## config.mk

```make
export PLATFORM = sky130hd
export DESIGN_NAME = weight_load_ctrl
export DESIGN_NICKNAME = d
export VERILOG_FILES = /design/src/rtl/conv_pkg.sv /design/src/rtl/weight_rd_valid_pipe.sv /design/src/rtl/weight_load_ctrl.sv
export SDC_FILE = /design/constraint.sdc
export NUM_CORES = 1
export LEC_CHECK = 0
export ABC_AREA = 1
export CELL_PAD_IN_SITES_DETAIL_PLACEMENT = 0
export CELL_PAD_IN_SITES_GLOBAL_PLACEMENT = 1
export CORE_AREA = 2 2 276 210
export DETAILED_ROUTE_END_ITERATION = 8
export DIE_AREA = 0 0 278 212
export MAX_ROUTING_LAYER = met4
export PLACE_DENSITY_LB_ADDON = 0.2
export SLEW_MARGIN = 20
export SYNTH_ARGS = -nofsm -noshare
export SYNTH_HDL_FRONTEND = slang
export SYNTH_SLANG_ARGS = --single-unit
```

## constraint.sdc

```tcl
create_clock -name clk -period 2.59 [get_ports clk]
set_input_delay 0.518 -clock clk [delete_from_list [all_inputs] [get_ports clk]]
set_output_delay 0.518 -clock clk [all_outputs]
set_load 0.005 [all_outputs]
```

## src/rtl/conv_pkg.sv

```systemverilog
// Shared constants, weight-load state encoding and tap indexing helper for the
// convolution engine.
package conv_pkg;

    localparam int unsigned DATA_WIDTH = 16;
    localparam int unsigned ADDR_WIDTH = 12;
    localparam int unsigned KSIZE      = 5;
    localparam int unsigned KTAPS      = KSIZE * KSIZE;

    typedef enum logic [1:0] {
        StIdle  = 2'd0,
        StIssue = 2'd1,
        StDrain = 2'd2,
        StDone  = 2'd3
    } wl_state_e;

    // Tap i sits at [i*DATA_WIDTH +: DATA_WIDTH], row-major over the kernel.
    function automatic logic [DATA_WIDTH-1:0] tap_slice(
        input logic [KTAPS*DATA_WIDTH-1:0] w,
        input int unsigned                 i
    );
        return w[i*DATA_WIDTH +: DATA_WIDTH];
    endfunction

endpackage

```

## src/rtl/weight_rd_valid_pipe.sv

```systemverilog
// Delay line that tags ROM read data: cap_en follows rom_ena by ROM_LAT cycles.
module weight_rd_valid_pipe #(
    parameter int unsigned ROM_LAT = 1
) (
    input  logic clk,
    input  logic rst_n,
    input  logic rom_ena,
    output logic cap_en
);

    logic [ROM_LAT-1:0] pipe_q;

    always_ff @(posedge clk or negedge rst_n) begin
        if (!rst_n) begin
            pipe_q <= '0;
        end else begin
            pipe_q[0] <= rom_ena;
            for (int i = 1; i < ROM_LAT; i++) begin
                pipe_q[i] <= pipe_q[i-1];
            end
        end
    end

    assign cap_en = pipe_q[ROM_LAT-1];

endmodule

```

## src/rtl/weight_load_ctrl.sv

```systemverilog
// Loads one 5x5 kernel from the weight ROM into a flat register for the MAC
// array: 25 consecutive reads, latency absorbed by a tagged valid pipe.
module weight_load_ctrl #(
    parameter int unsigned DATA_WIDTH  = 16,
    parameter int unsigned ADDR_WIDTH  = 12,
    parameter int unsigned KSIZE       = 5,
    parameter int unsigned NUM_KERNELS = 163,
    parameter int unsigned BASE_ADDR   = 0,
    parameter int unsigned ROM_LAT     = 1
) (
    input  logic                                clk,
    input  logic                                rst_n,
    input  logic                                start,
    input  logic [7:0]                          kernel_idx,
    output logic                                busy,
    output logic                                done,
    output logic                                err,
    output logic                                weights_valid,
    output logic [KSIZE*KSIZE*DATA_WIDTH-1:0]   weights_o,
    output logic                                rom_ena,
    output logic [ADDR_WIDTH-1:0]               rom_addr,
    input  logic [DATA_WIDTH-1:0]               rom_dout
);

    import conv_pkg::*;

    localparam int unsigned   KTAPS    = KSIZE * KSIZE;
    localparam int unsigned   CW       = $clog2(KTAPS + 1);
    localparam logic [CW-1:0] LAST_TAP = CW'(KTAPS - 1);

    wl_state_e             state_q, state_d;
    logic [CW-1:0]         iss_cnt_q, iss_cnt_d;
    logic [CW-1:0]         cap_cnt_q;
    logic                  cap_en;
    logic                  accept;
    logic                  last_cap;
    logic [ADDR_WIDTH-1:0] base_addr;

    logic                  busy_d, done_d, err_d, valid_d, rom_ena_d;
    logic [ADDR_WIDTH-1:0] rom_addr_d;

    assign accept    = (state_q == StIdle) && start && (32'(kernel_idx) < NUM_KERNELS);
    assign base_addr = ADDR_WIDTH'(BASE_ADDR) + ADDR_WIDTH'(kernel_idx) * ADDR_WIDTH'(KTAPS);
    assign last_cap  = cap_en && (cap_cnt_q == LAST_TAP);

    weight_rd_valid_pipe #(
        .ROM_LAT (ROM_LAT)
    ) u_valid_pipe (
        .clk     (clk),
        .rst_n   (rst_n),
        .rom_ena (rom_ena),
        .cap_en  (cap_en)
    );

    always_ff @(posedge clk or negedge rst_n) begin
        if (!rst_n) begin
            state_q   <= StIdle;
            iss_cnt_q <= '0;
        end else begin
            state_q   <= state_d;
            iss_cnt_q <= iss_cnt_d;
        end
    end

    always_comb begin
        state_d   = state_q;
        iss_cnt_d = iss_cnt_q;
        case (state_q)
            StIdle: begin
                if (accept) begin
                    state_d   = StIssue;
                    iss_cnt_d = '0;
                end
            end
            StIssue: begin
                if (iss_cnt_q == LAST_TAP) begin
                    state_d = StDrain;
                end else begin
                    iss_cnt_d = iss_cnt_q + 1'b1;
                end
            end
            StDrain: begin
                if (last_cap) begin
                    state_d = StDone;
                end
            end
            StDone:  state_d = StIdle;
            default: state_d = StIdle;
        endcase
    end

    // Outputs are registered, so they are derived from the upcoming state.
    always_comb begin
        busy_d     = (state_d == StIssue) || (state_d == StDrain);
        done_d     = (state_d == StDone);
        err_d      = (state_q == StIdle) && start && !accept;
        rom_ena_d  = (state_d == StIssue);
        rom_addr_d = rom_addr;
        valid_d    = weights_valid;
        if (accept) begin
            rom_addr_d = base_addr;
            valid_d    = 1'b0;
        end else begin
            if ((state_q == StIssue) && (state_d == StIssue)) begin
                rom_addr_d = rom_addr + 1'b1;
            end
            if (state_d == StDone) begin
                valid_d = 1'b1;
            end
        end
    end

    always_ff @(posedge clk or negedge rst_n) begin
        if (!rst_n) begin
            busy          <= 1'b0;
            done          <= 1'b0;
            err           <= 1'b0;
            weights_valid <= 1'b0;
            rom_ena       <= 1'b0;
            rom_addr      <= '0;
        end else begin
            busy          <= busy_d;
            done          <= done_d;
            err           <= err_d;
            weights_valid <= valid_d;
            rom_ena       <= rom_ena_d;
            rom_addr      <= rom_addr_d;
        end
    end

    // Slot comes from the capture count only, never from the read address.
    always_ff @(posedge clk or negedge rst_n) begin
        if (!rst_n) begin
            cap_cnt_q <= '0;
            weights_o <= '0;
        end else if (accept) begin
            cap_cnt_q <= '0;
        end else if (cap_en) begin
            weights_o[cap_cnt_q*DATA_WIDTH +: DATA_WIDTH] <= rom_dout;
            cap_cnt_q <= cap_cnt_q + 1'b1;
        end
    end

endmodule

```

==> summary.txt <==
Pwr
  • Switching share of power: between 40% and 50%
  • PD cells: between 1000 and 1500 nW/um^2
  • Logic pwr share: between 40% and 50%
  • Pint: around 19 mW
  • Maximum VDD drop: 0.572 mV
  • Sequential power share: about a third
  • Clock power frac: 20.2%
  • Static Leakage: about 12 nW
  • Sw Pwr: 12.9 mW

Setup path
  • Worst reg2reg startpoint: cap_cnt_q[0]$_DFFE_PN0P_
  • R2R setup slack: between 0.02 and 0.025 ns
  • Required @ worst endpoint: 3.06 ns
  • Max stage delay on crit path: around 0.50 ns
  • Worst setup SP type: flip-flop
  • CP Cell Sequence: inv_1, ha_1, buf_4, nand3_2, buf_4, nand2_1, clkinv_1, nand3_1, nor2_1, nand3_1, nand2_1
  • FF-to-FF End: weights_o[57]$_DFFE_PN0P_
  • Crit end category: flip-flop
  • Crit. Startpoint: cap_cnt_q[0]$_DFFE_PN0P_
  • CP Max Fanout: 8
  • Worst Setup EP: weights_o[57]$_DFFE_PN0P_
  • WP data arrival: between 3 and 4 ns
  • Reg2reg path depth: 11
  • CP max-delay cell: nand3_1
  • Worst Setup Path Type: reg2reg

Place
  • Worst slack, placed: -0.740 ns
  • IO Port Bufs: 443
  • Placed Cells: 3305
  • Routability Congestion: about 0.88
  • Hpwl dp: 52100 microns

Floorplanning
  • Die width: between 200 and 300 microns
  • Full die area: a little under 60000 sq um
  • Top Ports: approximately 440
  • Std-Cell Rows: 76
  • Die Ht: about 210 microns
  • Initial Utilization: 32.6%
  • CORE AREA: ~57000 sq um

Layout
  • Final #Nets: between 2000 and 3000
  • Fill count: between 5000 and 6000
  • Layout cells sized above 1: about a tenth
  • Area Growth Syn to Fin: 43.8%
  • Layout Cells excl Fill: 3402

Clock network
  • Total CTS buffers: 45
  • Reg clk slew, reported paths: 0.06 ns
  • Worst-Skew Late Latency: ~0.58 ns
  • CTS Buffer Depth: 3
  • Clock sinks: 430
  • Clk root buf: clkbuf_16
  • CTS H-tree lvls: 2
  • CTS tree: done

Min path
  • Worst Hold Class: in2reg

Timing
  • Worst Tran Pin Value: roughly 0.68 ns
  • Period Utilization, post-route: 99.1%
  • Worst slew margin: 54.8%
  • Slew Limit Fails: 0
  • Final min period: roughly 2.6 ns
  • Peak Freq: a little under 0.4 GHz
  • Final Hold Fails: 0
  • Fin worst setup slack: between 0.02 and 0.025 ns
  • Clk_skew: ~0.028 ns
  • Final setup fails: 0

Route
  • Met2 wire length: between 30000 and 40000 microns
  • Top layer in use: met4
  • Iteration-0 DRC Markers: roughly 1300
  • Detailed Route WL: roughly 71000 microns
  • DR DRC count: 0
  • WL/cell: between 20 and 25 microns
  • Wl on met1: 33100 microns
  • Routed vias/inst: about 4.9
  • First drt pass iteration count: 6
  • WL met3: approximately 5000 microns
  • Number of nets with antenna violations after routing: 0
  • Vias: approximately 17000

Yosys
  • Share of the synthesized area in the top cell type: between 50% and 60%
  • Synth warn: 0
  • Synthesized area: between 15000 and 20000 sq um
  • Yosys top cell by area: dfrtp_1
  • Yosys reg bits: 430
  • Ys async rst share: 100%
  • Cell variety after synth: 35
  • Synth Flop Type: dfrtp_1
  • Register area share after synthesis: a little under 60%
  • Syn_nets: roughly 2200
  • Post-synth EDFFs: 0
  • Mean post-synth cell area: a little under 9 sq um
  • Ranking of synthesized cells by area: dfrtp_1 (58%), nand2_1 (14%), o21ai_0 (8.2%)
  • Post-Syn Instances: 2111

GRT
  • Pin count of the biggest net entering global routing: between 50 and 60
  • Grt ovf: 0
  • Initial antenna violation count: 7
  • Vias in the first global route: ~17000
  • Global-route wire length before repair: roughly 110000 microns
  • Tot GR Track Use: 24.7%

Run status
  • Status: finished, final reports clean

Run
  • Max Cap Viol: 0
metrics by stage:
| stage | hold slack [ns] | instance area, sq um | power (mW) | setup TNS (ns) | util [%] |
|---|---|---|---|---|---|
| 5_1_grt | 0.358 | 26500 | 34.2 | -0.0258 | 46.8 |
| 4_1_cts | 0.418 | 26400 | 32.3 | -0.00225 | 46.6 |
| 3_5_place_dp | 0.401 | 24900 | 25.6 | -232.08 | 44.0 |
| 2_1_floorplan | 0.222 | 18500 | 16.3 | 0 | - |
| 3_3_place_gp | 0.391 | 24900 | 25.5 | -213.25 | 44.0 |
| 6_report | 0.356 | 26500 | 32.2 | 0 | 46.8 |
worst max-delay path: cells and delay by family, from the launching register on:
| kind | cells | cell delay [ns] |
|---|---|---|
| fa+ha+maj | 1 | 0.19 |
| simple gates | 6 | 1.04 |
| flops | 1 | 0.40 |
| buf+inv | 4 | 0.83 |
worst min-delay path by stage:
stage          depth (start not counted)              start                            end
6_report                               3      kernel_idx[1]        rom_addr[1]$_DFFE_PN0P_
3_5_place_dp                           0  rom_ena$_DFF_PN0_  u_valid_pipe.cap_en$_DFF_PN0_
4_1_cts                                0  rom_ena$_DFF_PN0_  u_valid_pipe.cap_en$_DFF_PN0_
2_1_floorplan                          0              rst_n                 busy$_DFF_PN0_
5_1_grt                                3      kernel_idx[1]        rom_addr[1]$_DFFE_PN0P_
3_3_place_gp                           0  rom_ena$_DFF_PN0_  u_valid_pipe.cap_en$_DFF_PN0_
layout make-up:
class	instances	area (sq um)	share of cell area, %
Antenna cell	6	15.0	0.0567
Clock buffer	69	1330	5.01
Clock inverter	12	124	0.468
Inverter	109	410	1.55
Multi-Input combinational cell	1447	6870	25.9
Sequential cell	430	10800	40.6
Tap cell	741	927	3.50
Timing Repair Buffer	588	6060	22.9
per-layer routing:
metal / GRT usage (%) / vias to the layer above
li1: - / 7876
met1: 34.1 / 8184
met2: 36.4 / 496
met3: 5.78 / 98
met4: 6.80 / 0
met5: - / -
Yosys cell counts (2+ instances only):
cell type / count
buf_2: 44
clkinv_1: 3
nand3_1: 157
ha_1: 39
clkbuf_1: 69
nand2_1: 682
nor2_1: 133
xor2_1: 10
o21ai_0: 303
inv_2: 2
buf_1: 10
nor2_2: 3
inv_1: 104
xnor2_1: 5
nand4_1: 29
dfrtp_1: 430
nand3b_1: 2
buf_4: 2
nand3_2: 5
nor3_1: 25
a21oi_1: 13
nand2_2: 2
fa_1: 3
o21ai_1: 25
power groups by stage:
stage               registers [mW]  clock network [mW]  logic, mW
floorplan                     10.4                   0       5.93
global placement              10.6                   0       14.9
detailed placement            10.6                   0       15.0
CTS                           10.5                6.66       15.1
global route                  10.7                6.93       16.6
finish                        10.5                6.49       15.2
timing repair:
action	CTS	global route
buffers inserted	3	6
setup endpoints to repair	132	156
pin swaps	6	4
resized for setup	8	9
hold endpoints to repair	46	0
hold buffers	1	0
cells in the final DEF (no fill, tap or decap), types with 6 or more instances in the layout:
master / instances
inv_1: 102
clkinv_2: 9
clkdlybuf4s50_1: 437
ha_1: 33
a21oi_1: 11
nand3_1: 156
nor2_4: 6
nand3_2: 6
nand4_1: 29
clkbuf_1: 14
nor3_1: 25
xor2_1: 9
clkbuf_8: 9
dfrtp_1: 429
diode_2: 6
clkbuf_16: 46
o21ai_1: 27
buf_4: 102
buf_12: 42
nor2_1: 126
o21ai_0: 301
nand2_1: 680
sequential cells by signal (all words and copies together), names as in the netlist, 2 cells and up:
signal and count:
rom_addr 12, weights_o 400, iss_cnt_q 5, cap_cnt_q 5
state_q 2
kinds of logic after synthesis:
| logic type | after synthesis | share of synthesized area, % |
|---|---|---|
| AOI/OAI and AO/OA | 348 | 9.56 |
| and+or+nand+nor | 1041 | 23.2 |
| muxes | 1 | 0.0611 |
| buffers and inverters | 234 | 5.11 |
| DFF | 430 | 58.4 |
| xor gates and xnor gates | 15 | 0.713 |
| adders and majority gates | 42 | 2.97 |
Power figures use the tool's default switching activity.
